`config.mk`:
```
export PLATFORM = sky130hd
export DESIGN_NAME = ysyx_22040127_memory
export DESIGN_NICKNAME = d
export VERILOG_FILES = /design/src/rtl/ysyx_22040127_memory.sv
export SDC_FILE = /design/constraint.sdc
export NUM_CORES = 1
export LEC_CHECK = 0
export BUFFER_PORTS_ARGS = -buffer_cell sky130_fd_sc_hd__buf_2
export CAP_MARGIN = 20
export CORE_AREA = 2 2 287 289
export CTS_BUF_LIST = sky130_fd_sc_hd__clkbuf_2
export DETAILED_ROUTE_END_ITERATION = 8
export DIE_AREA = 0 0 289 291
export PLACE_DENSITY = 0.42
export SLEW_MARGIN = 30
export SYNTH_ARGS = -nofsm -noshare
export SYNTH_HDL_FRONTEND = slang
export SYNTH_SLANG_ARGS = --single-unit
```
`constraint.sdc`:
```
create_clock -name clk -period 7.3 [get_ports clk]
set_input_delay 1.46 -clock clk [delete_from_list [all_inputs] [get_ports clk]]
set_output_delay 1.46 -clock clk [all_outputs]
set_load 0.01 [all_outputs]
```
`src/rtl/ysyx_22040127_memory.sv`:
```
// Memory-access stage between execute and writeback: issues load/store requests, extends load data, forwards to decode.
// Latency: non-memory and accepted stores hand off the cycle after capture; loads hand off in the cycle rvalid arrives.
// Backpressure: valid/allowin toward execute, valid/ready on the data port, stalls while wb_allowin is low.
//
// Ports: clk/rst (sync, active-high); ex_to_mem_valid/mem_allowin/ex_to_mem_bus from execute;
// wb_allowin/mem_to_wb_valid/mem_to_wb_bus to writeback; mem_flush kills the held instruction;
// dmem_* is the 64-bit data port; mem_fwd_* is the decode forwarding tap; mem_misalign flags boundary-crossing accesses.
module ysyx_22040127_memory (
    input  logic         clk,
    input  logic         rst,
    input  logic         ex_to_mem_valid,
    output logic         mem_allowin,
    input  logic [261:0] ex_to_mem_bus,
    input  logic         wb_allowin,
    output logic         mem_to_wb_valid,
    output logic [191:0] mem_to_wb_bus,
    input  logic         mem_flush,
    output logic         dmem_req_valid,
    input  logic         dmem_req_ready,
    output logic         dmem_wen,
    output logic [63:0]  dmem_addr,
    output logic [63:0]  dmem_wdata,
    output logic [7:0]   dmem_wstrb,
    input  logic         dmem_rvalid,
    input  logic [63:0]  dmem_rdata,
    output logic         mem_fwd_wen,
    output logic [4:0]   mem_fwd_rd,
    output logic         mem_fwd_ready,
    output logic [63:0]  mem_fwd_data,
    output logic         mem_misalign
);

    typedef enum logic [1:0] {IDLE, REQ, WAIT, DONE} state_t;

    state_t         state;
    logic           mem_valid;
    logic [261:0]   bus_r;
    logic [63:0]    result_r;

    // access size in bytes from memop[1:0]
    function automatic logic [3:0] acc_size(input logic [1:0] sz);
        case (sz)
            2'b00:   acc_size = 4'd1;
            2'b01:   acc_size = 4'd2;
            2'b10:   acc_size = 4'd4;
            default: acc_size = 4'd8;
        endcase
    endfunction

    // incoming instruction, decoded for the capture decision
    logic       in_mem, in_mis;
    logic [3:0] in_size;
    assign in_mem  = ex_to_mem_bus[134] | ex_to_mem_bus[133];
    assign in_size = acc_size(ex_to_mem_bus[137:136]);
    assign in_mis  = in_mem & (({1'b0, ex_to_mem_bus[66:64]} + in_size) > 4'd8);

    // held instruction fields
    logic [2:0]  memop, off;
    logic        memwrite, memread, mis;
    logic [3:0]  size;
    logic [63:0] addr, alu_out, wdata;
    logic        unused_jalr;
    assign memop       = bus_r[138:136];
    assign memwrite    = bus_r[134];
    assign memread     = bus_r[133];
    assign addr        = bus_r[127:64];
    assign alu_out     = bus_r[127:64];
    assign wdata       = bus_r[63:0];
    assign off         = addr[2:0];
    assign size        = acc_size(memop[1:0]);
    assign mis         = (memread | memwrite) & (({1'b0, off} + size) > 4'd8);
    assign unused_jalr = bus_r[171];

    // load extension from the addressed byte lane
    logic [63:0] lane, ext;
    assign lane = dmem_rdata >> {off, 3'b000};
    always_comb begin
        ext = lane;
        case (memop)
            3'b000:  ext = {{56{lane[7]}},  lane[7:0]};
            3'b001:  ext = {{48{lane[15]}}, lane[15:0]};
            3'b010:  ext = {{32{lane[31]}}, lane[31:0]};
            3'b011:  ext = lane;
            3'b100:  ext = {56'd0, lane[7:0]};
            3'b101:  ext = {48'd0, lane[15:0]};
            3'b110:  ext = {32'd0, lane[31:0]};
            default: ext = lane;
        endcase
    end

    // in WAIT the live response is the result; afterwards the latched copy
    logic [63:0] result;
    always_comb begin
        result = alu_out;
        if (mis)
            result = 64'd0;
        else if (memread)
            result = (state == WAIT) ? ext : result_r;
    end

    logic mem_ready_go;
    always_comb begin
        mem_ready_go = 1'b0;
        case (state)
            IDLE: mem_ready_go = 1'b1;
            REQ:  mem_ready_go = memwrite & dmem_req_ready;
            WAIT: mem_ready_go = dmem_rvalid;
            DONE: mem_ready_go = 1'b1;
            default: mem_ready_go = 1'b0;
        endcase
    end

    // A flushed load still owns the port until its response drains.
    always_comb begin
        if (state == WAIT && !mem_valid)
            mem_allowin = dmem_rvalid;
        else
            mem_allowin = !mem_valid | (mem_ready_go & wb_allowin);
    end

    logic capture, handoff, kill;
    assign mem_to_wb_valid = mem_valid & mem_ready_go;
    assign capture         = ex_to_mem_valid & mem_allowin;
    assign handoff         = mem_to_wb_valid & wb_allowin;
    assign kill            = mem_flush & mem_valid;

    logic reg_wen_out;
    assign reg_wen_out   = bus_r[135] & !mis;
    assign mem_to_wb_bus = {bus_r[261:172], bus_r[170:139], reg_wen_out, bus_r[132:128], result};

    // data port, driven from held state so it is stable while stalled
    logic [7:0] strb;
    assign strb           = ((8'd1 << size) - 8'd1) << off;
    assign dmem_req_valid = (state == REQ);
    assign dmem_wen       = memwrite;
    assign dmem_addr      = {addr[63:3], 3'b000};
    assign dmem_wdata     = wdata << {off, 3'b000};
    assign dmem_wstrb     = memwrite ? strb : 8'd0;

    assign mem_fwd_wen   = mem_valid & reg_wen_out & (bus_r[132:128] != 5'd0);
    assign mem_fwd_rd    = bus_r[132:128];
    assign mem_fwd_data  = result;
    assign mem_fwd_ready = ((state == IDLE) & mem_valid & (!memread | mis))
                         | ((state == WAIT) & dmem_rvalid)
                         | (state == DONE);

    always_ff @(posedge clk) begin
        if (rst) begin
            mem_valid    <= 1'b0;
            state        <= IDLE;
            bus_r        <= '0;
            result_r     <= 64'd0;
            mem_misalign <= 1'b0;
        end else begin
            mem_misalign <= capture & in_mis;

            if (mem_allowin)
                mem_valid <= ex_to_mem_valid;
            else if (mem_flush)
                mem_valid <= 1'b0;

            if (capture) begin
                bus_r <= ex_to_mem_bus;
            end else if (kill) begin
                bus_r[135]     <= 1'b0;
                bus_r[180:178] <= 3'b000;
            end

            if (state == WAIT && dmem_rvalid)
                result_r <= ext;

            // a new capture always decides the next state for its own instruction
            if (capture) begin
                state <= (in_mem && !in_mis) ? REQ : IDLE;
            end else begin
                case (state)
                    IDLE: state <= IDLE;
                    REQ: begin
                        if (dmem_req_ready) begin
                            if (memwrite)
                                state <= (handoff || kill) ? IDLE : DONE;
                            else
                                state <= WAIT;
                        end else if (kill) begin
                            state <= IDLE;
                        end
                    end
                    WAIT: begin
                        if (dmem_rvalid)
                            state <= (!mem_valid || handoff || kill) ? IDLE : DONE;
                    end
                    DONE: begin
                        if (handoff || kill)
                            state <= IDLE;
                    end
                    default: state <= IDLE;
                endcase
            end
        end
    end

endmodule
```
* Word level (Yosys, flattened, before mapping)
Cells that the tools add are included.
** Operators by class
- Muxes and demuxes :: 25
- Reduce and logical (&&, ||, !) cells :: 19
- Multiply operators :: 0
- Equality and inequality tests :: 15
- Div/mod/pow operators :: 0
- Shifts and indexed selects :: 4
- Magnitude comparators :: 2
- Bitwise gates (word level) :: 21
- Add/sub/neg operators :: 3
** Operator list (count)
- $pmux W64 S6 :: 1
- $mux W64 :: 3
- $shl A64 B6 Y64 :: 1
- $shr A64 B6 Y64 :: 1
- $pmux W4 S3 :: 2
- $mux W2 :: 8
- $and A1 B1 Y1 :: 15
- $eq A3 B3 Y1 const B :: 3
- $add A3 B4 Y4 :: 2
- $eq A2 B2 Y1 const B :: 4
- $gt A4 B4 Y1 const B :: 2
- $mux W8 :: 1
- $pmux W2 S4 :: 1
- $shl A1 B4 Y8 const A :: 1
- $shl A8 B3 Y8 :: 1
- $sub A8 B1 Y8 const B :: 1
- $eq A2 B1 Y1 const B :: 3
- $logic_not A2 Y1 :: 3
- $mux W1 :: 6
- $mux W3 :: 2
- $or A1 B1 Y1 :: 6
- $reduce_bool A5 Y1 :: 1
- $logic_not A1 Y1 :: 4
- $ne A4 B1 Y1 const B :: 1
- 11 further kinds :: 16
** Word-level totals
- Memory bits (writable) :: 0
- Logic and storage cells :: 95
- Register bits after elaboration :: 330
- Output and inout port bits :: 404
- Bits in latches :: 0
- Memories :: 0
- Bits in read-only memories :: 0
- Bits of input ports :: 333

* Depth between registers and ports, before layout
Gate-level depths: netlist (run 1).
- Word-level depth :: 11
- Mapped depth :: 12
- Depth with buffers taken out :: 9

* Worst setup path before layout (run 1)
OpenSTA, ideal clock, no wires.
- Path type :: input -> output
- Start point :: input port dmem_rdata[55]
- End point :: output port mem_to_wb_bus[14]
- Stages :: 8
- Required time :: 5.840 ns
- Path slack :: 2.625 ns
- Buffers on the path :: 3
- Arrival :: 3.215 ns
- Cells stage by stage :: mux2_2 o22ai_1 nor3_4 buf_4 buf_4 nor3_1 a2111oi_1 buf_4
** On the way
- Word-level cells in the longest chain between the ends :: 5
** Ends and longest elaborated chain
- start: declaration :: line 25 : input logic [63:0] dmem_rdata,
- $shr A64 B6 Y64 :: line 76 : assign lane = dmem_rdata >> {off, 3'b000};
- $pmux W64 S6 :: line 79 : case (memop)
- $mux W64 :: line 98 : result = (state == WAIT) ? ext : result_r;
- $mux W64 :: line 97 : else if (memread)
- $mux W64 :: line 95 : if (mis)
- end: declaration :: line 16 : output logic [191:0] mem_to_wb_bus,
No other way between the ends.

* Worst setup path after layout (run 1)
- Start point :: register bus_r[137]
- End point :: output port mem_to_wb_bus[23]
** On the way
- Word-level cells in the longest chain between the ends :: 6
- Elaborated cells between the ends (all ways) :: 17
- Classes of those cells :: add/sub: 1; order compare: 1; eq/ne: 7; mux: 5; bitwise: 1; reduce/logical: 2
** Ends and longest elaborated chain
- start: declaration :: line 37 : logic [261:0] bus_r;
- start signal: assignment :: line 163 : bus_r <= ex_to_mem_bus;
- $eq A2 B2 Y1, or another cell as far along :: line 42 : case (sz)
- $pmux W4 S3 :: line 42
- $add A3 B4 Y4 :: line 71 : assign mis = (memread | memwrite) & (({1'b0, off} + size) > 4'd8);
- $gt A4 B4 Y1 :: line 71
- $and A1 B1 Y1 :: line 71
- $mux W64 * :: line 95
Every way passes the cells marked *; elsewhere a longest branch is shown, timed or not.

==> results of run 1 <==
layout make-up:
class | count | area, um^2
Tap cell | 1070 | 1340
Clock buffer | 142 | 711
Multi-Input combinational cell | 1799 | 9820
Inverter | 13 | 48.8
Fill cell | 9192 | 58500
Clock inverter | 29 | 139
Sequential cell | 329 | 6600
Antenna cell | 9 | 22.5
Timing Repair Buffer | 768 | 3990
registers in the layout, summed over array words and instances, names as in the netlist:
name / cells
bus_r: 261
mem_misalign: 1
mem_valid: 1
result_r: 64
state: 2
worst max-delay path, cell delays in order (launching register included):
cell and delay (ns):
dfxtp_1 0.75, inv_1 0.29, nand2_1 0.21, inv_1 0.09
fa_1 0.41, or2_2 0.29, o32a_1 0.22, a21oi_1 0.58
o21ai_0 0.22, o211ai_1 0.61, buf_2 0.25
cells by family (layout without fill, tap and decap cells):
logic type / count (synthesis) / in the layout / synth area share
simple gates: 957 / 957 / 0.202
compound gates: 654 / 654 / 0.195
buf+inv: 484 / 952 / 0.152
flops: 329 / 329 / 0.342
mux: 171 / 171 / 0.0994
fa+ha+maj: 12 / 12 / 0.00858
xor+xnor: 2 / 2 / 0.000910
other cells: 1 / 12 / 0.000195
power breakdown:
part           internal, mW  total [mW]  switching (mW)  leakage, nW
Clock                 0.533        1.45           0.912        0.656
Combinational         0.404        1.11           0.702         6.54
Sequential             1.89        2.00           0.104         2.70
Total                  2.83        4.55            1.72         9.89
cells in the final DEF (no fill, tap or decap), types with 5 or more instances in the layout:
| cell type | synthesis | final |
|---|---|---|
| o221ai_1 | 15 | 15 |
| a21oi_1 | 363 | 363 |
| mux2i_1 | 136 | 136 |
| and2_1 | 16 | 15 |
| o21ai_0 | 121 | 121 |
| nor2b_1 | 16 | 15 |
| a2111oi_1 | 8 | 8 |
| diode_2 | 0 | 9 |
| nand2b_1 | 13 | 13 |
| clkbuf_2 | 0 | 142 |
| a211o_1 | 6 | 6 |
| o22ai_1 | 28 | 28 |
| a31oi_1 | 10 | 10 |
| a211oi_1 | 29 | 29 |
| o21ai_1 | 5 | 5 |
| mux4_2 | 14 | 14 |
| o31ai_1 | 9 | 9 |
| clkinv_1 | 1 | 22 |
| nor3_1 | 34 | 33 |
| dfxtp_1 | 329 | 325 |
| nor4_1 | 9 | 9 |
| ha_1 | 10 | 9 |
| buf_4 | 269 | 32 |
| a311oi_1 | 15 | 15 |
| nand2_1 | 655 | 655 |
| o211ai_1 | 15 | 15 |
| nor2_1 | 179 | 176 |
| mux2_2 | 20 | 20 |
| buf_2 | 48 | 731 |
| and3_1 | 11 | 11 |
| inv_1 | 12 | 11 |
metrics by stage:
stage / setup WS, ns / instances
2_1_floorplan: 2.63 / 2612
3_5_place_dp: 1.81 / 3979
3_3_place_gp: 1.84 / 3979
5_1_grt: 0.247 / 4157
4_1_cts: 0.459 / 4150
6_report: 0.880 / 4159
worst paths after layout:
check	start	end	cells past startpoint
max	bus_r[137]	mem_to_wb_bus[23]	10
min	result_r[36]	result_r[36]	2
max reg2reg	state[0]	bus_r[17]	9
min reg2reg	result_r[36]	result_r[36]	2
per-layer routing:
layer | part of all wire | global-route usage | routed length [um] | vias to the layer above
li1 | - | - | - | 9472
met1 | 0.41 | 0.239 | 36300 | 9066
met2 | 0.48 | 0.340 | 42600 | 740
met3 | 0.079 | 0.0600 | 7010 | 170
met4 | 0.029 | 0.0673 | 2530 | 30
met5 | 0.0023 | 0 | 207 | -
==> results by group, run 1 <==
Status
  – Status: finished clean

Power
  – PwrDens: 201 nW/um^2
  – VDD IR-drop max: 0.0981 mV
  – Overall power: 4.55 mW
  – Leak: 9.89 nW

Clock network
  – CTS Hold Bufs: 0
  – Clk_lat worst skew: 1.12 ns
  – Clock root buffer: clkbuf_2
  – Clock transition at the registers of the reported paths: 0.09 ns
  – Max clock buf depth: 3
  – H-tree depth: 3
  – CTS Sinks: 329
  – Setup bufs post-CTS: 0
  – CTS buffer count: 103
  – CTS tree: done
  – # resized after CTS: 0

GRT
  – Largest net degree at the start of global routing: 161
  – GRT overflow: 0
  – First-pass GRT wire length: 126 mm
  – Vias in the first global route: 18600
  – Initial antenna violation count: 34
  – Total GRT Usage: 0.200

Routing
  – Residual DRC: 0
  – Initial detailed-routing violation count: 1317
  – Routed wire length: 88.6 mm
  – Routed WL per cell: 21.3 um
  – DR vias: 19500
  – Iteration count of the initial detailed-routing pass: 5
  – Post-route ant nets: 0
  – Via/cell ratio: 4.68

Timing
  – Fin crit share: 0.879
  – Worst-Margin Slew: 0.928 ns
  – Crit path time final: 6.42 ns
  – Worst Skew: 0.131 ns
  – Unrepaired setup endpoints after global routing: no
  – Hold_ws: 0.452 ns
  – Rel. slew slack: 0.381
  – Setup violators final: 0
  – Max Clk Rate: 156 MHz
  – Slew Viols, Final: 0
  – Final Hold Vio Count: 0
  – Setup TNS: 0 ns

Synthesis
  – Mapped Area: 19300 um^2
  – Syn Area/Cell: 7.38 um^2
  – Ys flop type: dfxtp_1
  – Mapped Cells: 2610
  – Syn. warnings: 0
  – Post-synth top area cell: dfxtp_1
  – Most common library cells after synthesis: 655 x nand2_1, 363 x a21oi_1, 329 x dfxtp_1
  – Most common cell in the netlist: nand2_1
  – Post-synth top area share: 0.342
  – Ys async rst share: 0
  – Post-synth EDFFs: 0
  – Post-synthesis sequential area ratio: 0.342
  – Top post-synthesis cells by area: dfxtp_1 34%, nand2_1 13%, buf_4 10%, a21oi_1 9.4%, mux2i_1 7.1%
  – Post-synthesis register bit count: 329
  – Count of cell types in the netlist: 70

Floorplanning
  – Initial Util: 0.237
  – Die area: 84100 um^2
  – I/O pin total: 737
  – Row count: 105
  – Die Wd: 289 um
  – Core Area: 81200 um^2
  – Die Height: 291 um

Setup path
  – CP startpoint kind: register
  – Internal reg-to-reg setup slack: 3.16 ns
  – CP Data Required Time: 5.84 ns
  – WP data arrival: 4.96 ns
  – Crit. End Element: output port
  – Critical Path Fanout Max: 16
  – Kind of critical path: reg2out

Cells and area
  – Share of layout cells above drive strength 1: 0.317
  – Final Cell Area: 22700 um^2
  – Layout area overhead: 17.8%
  – Final core occ: 0.279
  – Final nets: 3359

Job
  – MaxCap Viol Count: 0

Placement
  – GP Congestion: 0.870
  – Buffers on Ports: 732
  – Cell Area, Placed: 21800 um^2
  – DP HPWL: 65.7 mm

Worst hold path
  – Worst hold path class: reg2reg
No activity file was read; power rests on OpenSTA's default activity.
==> run 2, diff against run 1 <==
--- a/config.mk
+++ b/config.mk
@@ -7,11 +7,13 @@
 export LEC_CHECK = 0
 export BUFFER_PORTS_ARGS = -buffer_cell sky130_fd_sc_hd__buf_2
 export CAP_MARGIN = 20
-export CORE_AREA = 2 2 287 289
+export CELL_PAD_IN_SITES_DETAIL_PLACEMENT = 0
+export CELL_PAD_IN_SITES_GLOBAL_PLACEMENT = 1
+export CORE_AREA = 2 2 289 291
 export CTS_BUF_LIST = sky130_fd_sc_hd__clkbuf_2
 export DETAILED_ROUTE_END_ITERATION = 8
-export DIE_AREA = 0 0 289 291
-export PLACE_DENSITY = 0.42
+export DIE_AREA = 0 0 291 293
+export PLACE_DENSITY = 0.56
 export SLEW_MARGIN = 30
 export SYNTH_ARGS = -nofsm -noshare
 export SYNTH_HDL_FRONTEND = slang
==> results by group, run 2 (synthesis results as in run 1) <==
Status
  – Status: finished clean

Clock network
  – # resized after CTS: 0 (unchanged)
  – Clk_lat worst skew: 1.14 ns (+0.02 ns)
  – CTS tree: done
  – CTS buffer count: 102 (-0.97%)
  – H-tree depth: 3 (unchanged)
  – Max clock buf depth: 3 (unchanged)
  – Clock transition at the registers of the reported paths: 0.09 ns (about the same)
  – CTS Hold Bufs: 0 (unchanged)
  – Setup bufs post-CTS: 0 (unchanged)
  – CTS Sinks: 329 (unchanged)
  – Clock root buffer: clkbuf_2

Timing
  – Final Hold Vio Count: 0 (unchanged)
  – Fin crit share: 0.886 (+0.00613)
  – Unrepaired setup endpoints after global routing: no
  – Crit path time final: 6.46 ns (+0.0447 ns)
  – Max Clk Rate: 155 MHz (-0.69%)
  – Slew Viols, Final: 0 (unchanged)
  – Worst Skew: 0.118 ns (-0.0127 ns)
  – Worst-Margin Slew: 0.943 ns (+0.0155 ns)
  – Setup TNS: 0 ns (unchanged)
  – Rel. slew slack: 0.371 (-0.0103)
  – Setup violators final: 0 (unchanged)

Cells and area
  – Commonest cells after routing, fill and taps aside: 731 x buf_2, 655 x nand2_1, 363 x a21oi_1
  – Layout area overhead: 17.8% (about the same)
  – Fillcell total: 9340 (+1.6%)
  – Sequential cell area: 6600 um^2 (unchanged)
  – Share of layout cells above drive strength 1: 0.321 (+0.00365)
  – Final core occ: 0.277 (-0.00209)
  – Multi-input logic area: 9830 um^2 (+0.10%)
  – Max FFs per register: 261 (unchanged)
  – Largest regs: bus_r x261, result_r x64, state x2
  – Final nets: 3353 (-0.18%)
  – Largest Register: bus_r
  – Final Cell Area: 22700 um^2 (about the same)
  – Most common cell after layout, fill and taps aside: buf_2

GRT
  – First-pass GRT wire length: 128 mm (+1.0%)
  – Largest net degree at the start of global routing: 150 (-6.8%)
  – Met2 usage: 0.331 (-0.00922)
  – M1 GR Usage: 0.237 (-0.00184)
  – GRT overflow: 0 (unchanged)
  – Vias in the first global route: 19000 (+2.0%)
  – Met3 global-route usage: 0.0637 (+0.00374)
  – Total GRT Usage: 0.200 (-0.000747)
  – GR peak layer: met2
  – Initial antenna violation count: 34 (unchanged)

Power
  – VDD IR-drop max: 0.117 mV (+19%)
  – Internal power: 2.86 mW (+1.0%)
  – PwrDens: 200 nW/um^2 (-0.27%)
  – Logic pwr share: 0.244 (about the same)
  – Leak: 9.91 nW (+0.16%)
  – Sequential share of power: 0.441 (+0.002)
  – Switching share of power: 0.370 (-0.00786)
  – Psw: 1.68 mW (-2.3%)
  – Clock Power Share: 0.315 (-0.003)

Worst hold path
  – Worst hold path class: reg2reg
  – Hold Path Stages: 2 (unchanged)

Floorplanning
  – Initial Util: 0.235 (-0.00190)
  – Die area: 85300 um^2 (+1.4%)
  – Row count: 105 (unchanged)
  – Die Height: 293 um (+0.69%)
  – Core Area: 81800 um^2 (+0.81%)
  – I/O pin total: 737 (unchanged)
  – Die Wd: 291 um (+0.69%)

Setup path
  – Internal reg-to-reg setup slack: 3.02 ns (-0.14 ns)
  – Crit. End Element: output port
  – Kind of critical path: reg2out
  – CP startpoint kind: register
  – WP data arrival: 5.00 ns (+0.04 ns)
  – RR Startpoint: state[0]
  – CP Data Required Time: 5.84 ns (about the same)
  – Worst setup path end: mem_to_wb_bus[23]
  – Worst reg2reg path depth: 8 (-1)
  – Reg2reg end: bus_r[148]
  – Critical Path Fanout Max: 16 (unchanged)
  – Crit. Startpoint: bus_r[137]

Routing
  – DR vias: 19600 (+0.81%)
  – Residual DRC: 0 (unchanged)
  – Via/cell ratio: 4.72 (+0.76%)
  – Iteration count of the initial detailed-routing pass: 5 (unchanged)
  – Routed wire length: 89.1 mm (+0.52%)
  – Post-route ant nets: 0 (unchanged)
  – Routed WL per cell: 21.4 um (+0.47%)
  – Initial detailed-routing violation count: 1125 (-15%)

Placement
  – GP Congestion: 0.874 (+0.52%)
  – Cell Area, Placed: 21800 um^2 (about the same)
  – Buffers on Ports: 732 (unchanged)
  – DP HPWL: 66.1 mm (+0.62%)

Job
  – MaxCap Viol Count: 0 (unchanged)
-- run 2: worst min-delay path by stage --
stage | endpoint | slack, ns | startpoint
final | result_r[48] | 0.45 | result_r[48]
after global routing | bus_r[79] | 0.36 | ex_to_mem_bus[79]
after CTS | bus_r[79] | 0.29 | ex_to_mem_bus[79]
after detailed placement | result_r[62] | 0.44 | result_r[62]
after global placement | result_r[39] | 0.43 | result_r[39]
after floorplan | result_r[32] | 0.42 | result_r[32]
-- run 2: power by group through the flow --
stage,registers [mW],clock network (mW),logic [mW]
5_1_grt,2.02,1.62,1.21
3_5_place_dp,2.04,0,1.12
2_1_floorplan,1.99,0,0.775
6_report,2.00,1.43,1.11
3_3_place_gp,2.04,0,1.12
4_1_cts,2.00,1.54,1.12
-- run 2: metal layers --
layer,wire [um],up-vias
met5,165,-
met1,37000,9168
met3,6780,177
met2,41900,810
li1,-,9457
met4,3300,24
-- run 2: final cells by class --
type / instances / area share
sequential: 329 / 0.291
clock inverter: 12 / 0.00248
antenna: 18 / 0.00199
multi-input combinational: 1799 / 0.433
tap: 1070 / 0.0590
clock buffer: 157 / 0.0346
timing repair buffer: 763 / 0.176
inverter: 13 / 0.00215
-- run 2: worst max-delay path, stage by stage, from the launching register on --
cell and delay [ns]:
dfxtp_1 0.74, inv_1 0.29, nand2_1 0.20, inv_1 0.09, fa_1 0.42, or2_2 0.28
o32a_1 0.23, a21oi_1 0.54, o21ai_0 0.19, o211ai_1 0.67, buf_2 0.26
-- run 2: metrics by stage --
stage / hold WS [ns] / setup WS [ns] / power (mW) / instances
after floorplan: 0.417 / 2.63 / 2.76 / 2612
after global placement: 0.428 / 1.83 / 3.17 / 3973
after detailed placement: 0.436 / 1.81 / 3.16 / 3973
after CTS: 0.293 / 0.649 / 4.67 / 4142
after global routing: 0.362 / 0.357 / 4.85 / 4153
final: 0.449 / 0.835 / 4.54 / 4161
==> run 3, diff against run 2 <==
--- a/config.mk
+++ b/config.mk
@@ -10,7 +10,7 @@
 export CELL_PAD_IN_SITES_DETAIL_PLACEMENT = 0
 export CELL_PAD_IN_SITES_GLOBAL_PLACEMENT = 1
 export CORE_AREA = 2 2 289 291
-export CTS_BUF_LIST = sky130_fd_sc_hd__clkbuf_2
+export CTS_BUF_LIST = sky130_fd_sc_hd__clkbuf_4
 export DETAILED_ROUTE_END_ITERATION = 8
 export DIE_AREA = 0 0 291 293
 export PLACE_DENSITY = 0.56
==> results by group, run 3 (synthesis results as in run 1) <==
Setup path
  – Most used cell, CP: inv_1
  – WP data arrival: 4.71 ns (-0.29 ns)
  – Crit-path cells: inv_1 -> nand2_1 -> inv_1 -> fa_1 -> or2_2 -> o32a_1 -> a21oi_1 -> o21ai_0 -> o211ai_1 -> buf_2
  – Critical Path Fanout Max: 16 (unchanged)
  – CP peak stage delay: 0.72 ns (-0.02 ns)
  – CP startpoint kind: register
  – Slowest CP cell: dfxtp_1
  – Crit. End Element: output port
  – CP Data Required Time: 5.84 ns (about the same)
  – Kind of critical path: reg2out

Clock network
  – Clock transition at the registers of the reported paths: 0.06 ns (-0.03 ns)
  – CTS buffer count: 104 (+2.0%)
  – Setup bufs post-CTS: 0 (unchanged)
  – CTS Sinks: 329 (unchanged)
  – Max clock buf depth: 3 (unchanged)
  – Clk_lat worst skew: 0.86 ns (-0.28 ns)
  – # resized after CTS: 0 (unchanged)
  – H-tree depth: 3 (unchanged)
  – Clock root buffer: clkbuf_4
  – CTS Hold Bufs: 0 (unchanged)
  – CTS tree: done

Timing
  – Worst-Margin Slew: 0.969 ns (+0.0253 ns)
  – Setup violators final: 0 (unchanged)
  – Final Hold Vio Count: 0 (unchanged)
  – Final WS setup: 1.13 ns (+0.292 ns)
  – Fin crit share: 0.846 (-0.0400)
  – Crit path time final: 6.17 ns (-0.292 ns)
  – Rel. slew slack: 0.354 (-0.0169)
  – Max Clk Rate: 162 MHz (+4.7%)
  – Worst Skew: 0.0797 ns (-0.0384 ns)
  – Unrepaired setup endpoints after global routing: no
  – Setup TNS: 0 ns (unchanged)
  – Slew Viols, Final: 0 (unchanged)

Routing
  – Via/cell ratio: 4.71 (-0.16%)
  – DR vias: 19600 (-0.30%)
  – Met3 WL: 6.81 mm (+0.47%)
  – Post-route ant nets: 0 (unchanged)
  – M1 wire length: 37.0 mm (about the same)
  – Residual DRC: 0 (unchanged)
  – Met2 WL: 41.6 mm (-0.59%)
  – Max Used Layer: met5
  – Routed WL per cell: 21.4 um (about the same)
  – Routed wire length: 89.0 mm (about the same)
  – Iteration count of the initial detailed-routing pass: 5 (unchanged)
  – Initial detailed-routing violation count: 1254 (+11%)

Power
  – Logic pwr share: 0.224 (-0.020)
  – Clock Power Share: 0.369 (+0.054)
  – Internal power: 3.27 mW (+14%)
  – Psw: 1.66 mW (-1.1%)
  – PwrDens: 214 nW/um^2 (+6.9%)
  – Leak: 9.96 nW (+0.48%)
  – VDD IR-drop max: 0.124 mV (+5.6%)
  – Switching share of power: 0.337 (-0.0330)
  – Sequential share of power: 0.407 (-0.034)

Cells and area
  – Share of layout cells above drive strength 1: 0.319 (-0.00198)
  – Commonest cells after routing, fill and taps aside: 731 x buf_2, 655 x nand2_1, 363 x a21oi_1
  – Layout area overhead: 19.8%
  – Multi-input logic area: 9830 um^2 (unchanged)
  – Most common cell after layout, fill and taps aside: buf_2
  – Max FFs per register: 261 (unchanged)
  – Largest Register: bus_r
  – Fillcell total: 9273 (-0.72%)
  – Final nets: 3355 (+0.060%)
  – Largest regs: bus_r x261, result_r x64, state x2
  – Sequential cell area: 6600 um^2 (unchanged)

GRT
  – Vias in the first global route: 19000 (+0.053%)
  – Total GRT Usage: 0.200 (about the same)
  – Largest net degree at the start of global routing: 150 (unchanged)
  – GRT overflow: 0 (unchanged)
  – Initial antenna violation count: 35 (+2.9%)
  – First-pass GRT wire length: 128 mm (about the same)

Placement
  – Post-Place Setup Slack: 1.81 ns (unchanged)
  – Buffers on Ports: 732 (unchanged)
  – DP HPWL: 66.1 mm (unchanged)
  – GP Congestion: 0.874 (unchanged)

Floorplanning
  – I/O pin total: 737 (unchanged)
  – Initial Util: 0.235 (unchanged)
  – Row count: 105 (unchanged)
  – Core Area: 81800 um^2 (unchanged)
  – Die Wd: 291 um (unchanged)
  – Die area: 85300 um^2 (unchanged)
  – Die Height: 293 um (unchanged)

Job
  – MaxCap Viol Count: 0 (unchanged)

Status
  – Status: finished clean

Worst hold path
  – Worst hold path class: reg2reg
==> run 3: changes by cell type in the layout (fill, tap and decap cells not counted) <==
cell	previous run	this run
inv_2	5	2
inv_6	1	0
bufinv_16	0	1
clkinv_2	1	0
clkinv_1	6	8
clkbuf_4	0	153
clkbuf_2	157	0
==> run 3: layer usage <==
layer  GRT usage  vias up
met5           0        -
met4      0.0868       24
met3      0.0627      189
met2       0.331      783
met1       0.237     9122
li1            -     9459
==> run 3: final timing paths <==
check / cells past startpoint / endpoint / slack (ns) / from
max: 10 / mem_to_wb_bus[23] / 1.13 / bus_r[137]
min: 2 / result_r[38] / 0.44 / result_r[38]
max reg2reg: 8 / bus_r[149] / 3.05 / state[0]
min reg2reg: 2 / result_r[38] / 0.44 / result_r[38]
==> run 3: power groups by stage <==
stage	sequential [mW]	combinational (mW)	clock [mW]
floorplan	1.99	0.775	0
global placement	2.04	1.12	0
detailed placement	2.04	1.12	0
CTS	2.00	1.12	1.93
global route	2.02	1.21	2.01
finish	2.01	1.11	1.82
==> run 3: per-stage QoR <==
| stage | total power, mW | instance area [um^2] | cells | hold WS [ns] | util |
|---|---|---|---|---|---|
| 2_1_floorplan | 2.76 | 19300 | 2612 | 0.417 | - |
| 5_1_grt | 5.23 | 23000 | 4147 | 0.470 | 0.281 |
| 3_3_place_gp | 3.17 | 21800 | 3973 | 0.428 | 0.266 |
| 4_1_cts | 5.06 | 23000 | 4136 | 0.447 | 0.281 |
| 3_5_place_dp | 3.16 | 21800 | 3973 | 0.436 | 0.266 |
| 6_report | 4.93 | 23100 | 4155 | 0.444 | 0.282 |
==> run 3: layout make-up <==
cell class                      count  area share
Antenna cell                       18     0.00195
Clock buffer                      153      0.0498
Clock inverter                     10     0.00298
Inverter                           13     0.00212
Multi-Input combinational cell   1799       0.426
Sequential cell                   329       0.286
Tap cell                         1070      0.0581
Timing Repair Buffer              763       0.173
==> run 3: worst max-delay path, delay by kind of cell (launching register included) <==
kind / cells / cell delay (ns)
flops: 1 / 0.72
compound gates: 4 / 1.61
simple gates: 2 / 0.48
buf+inv: 3 / 0.64
fa+ha+maj: 1 / 0.42
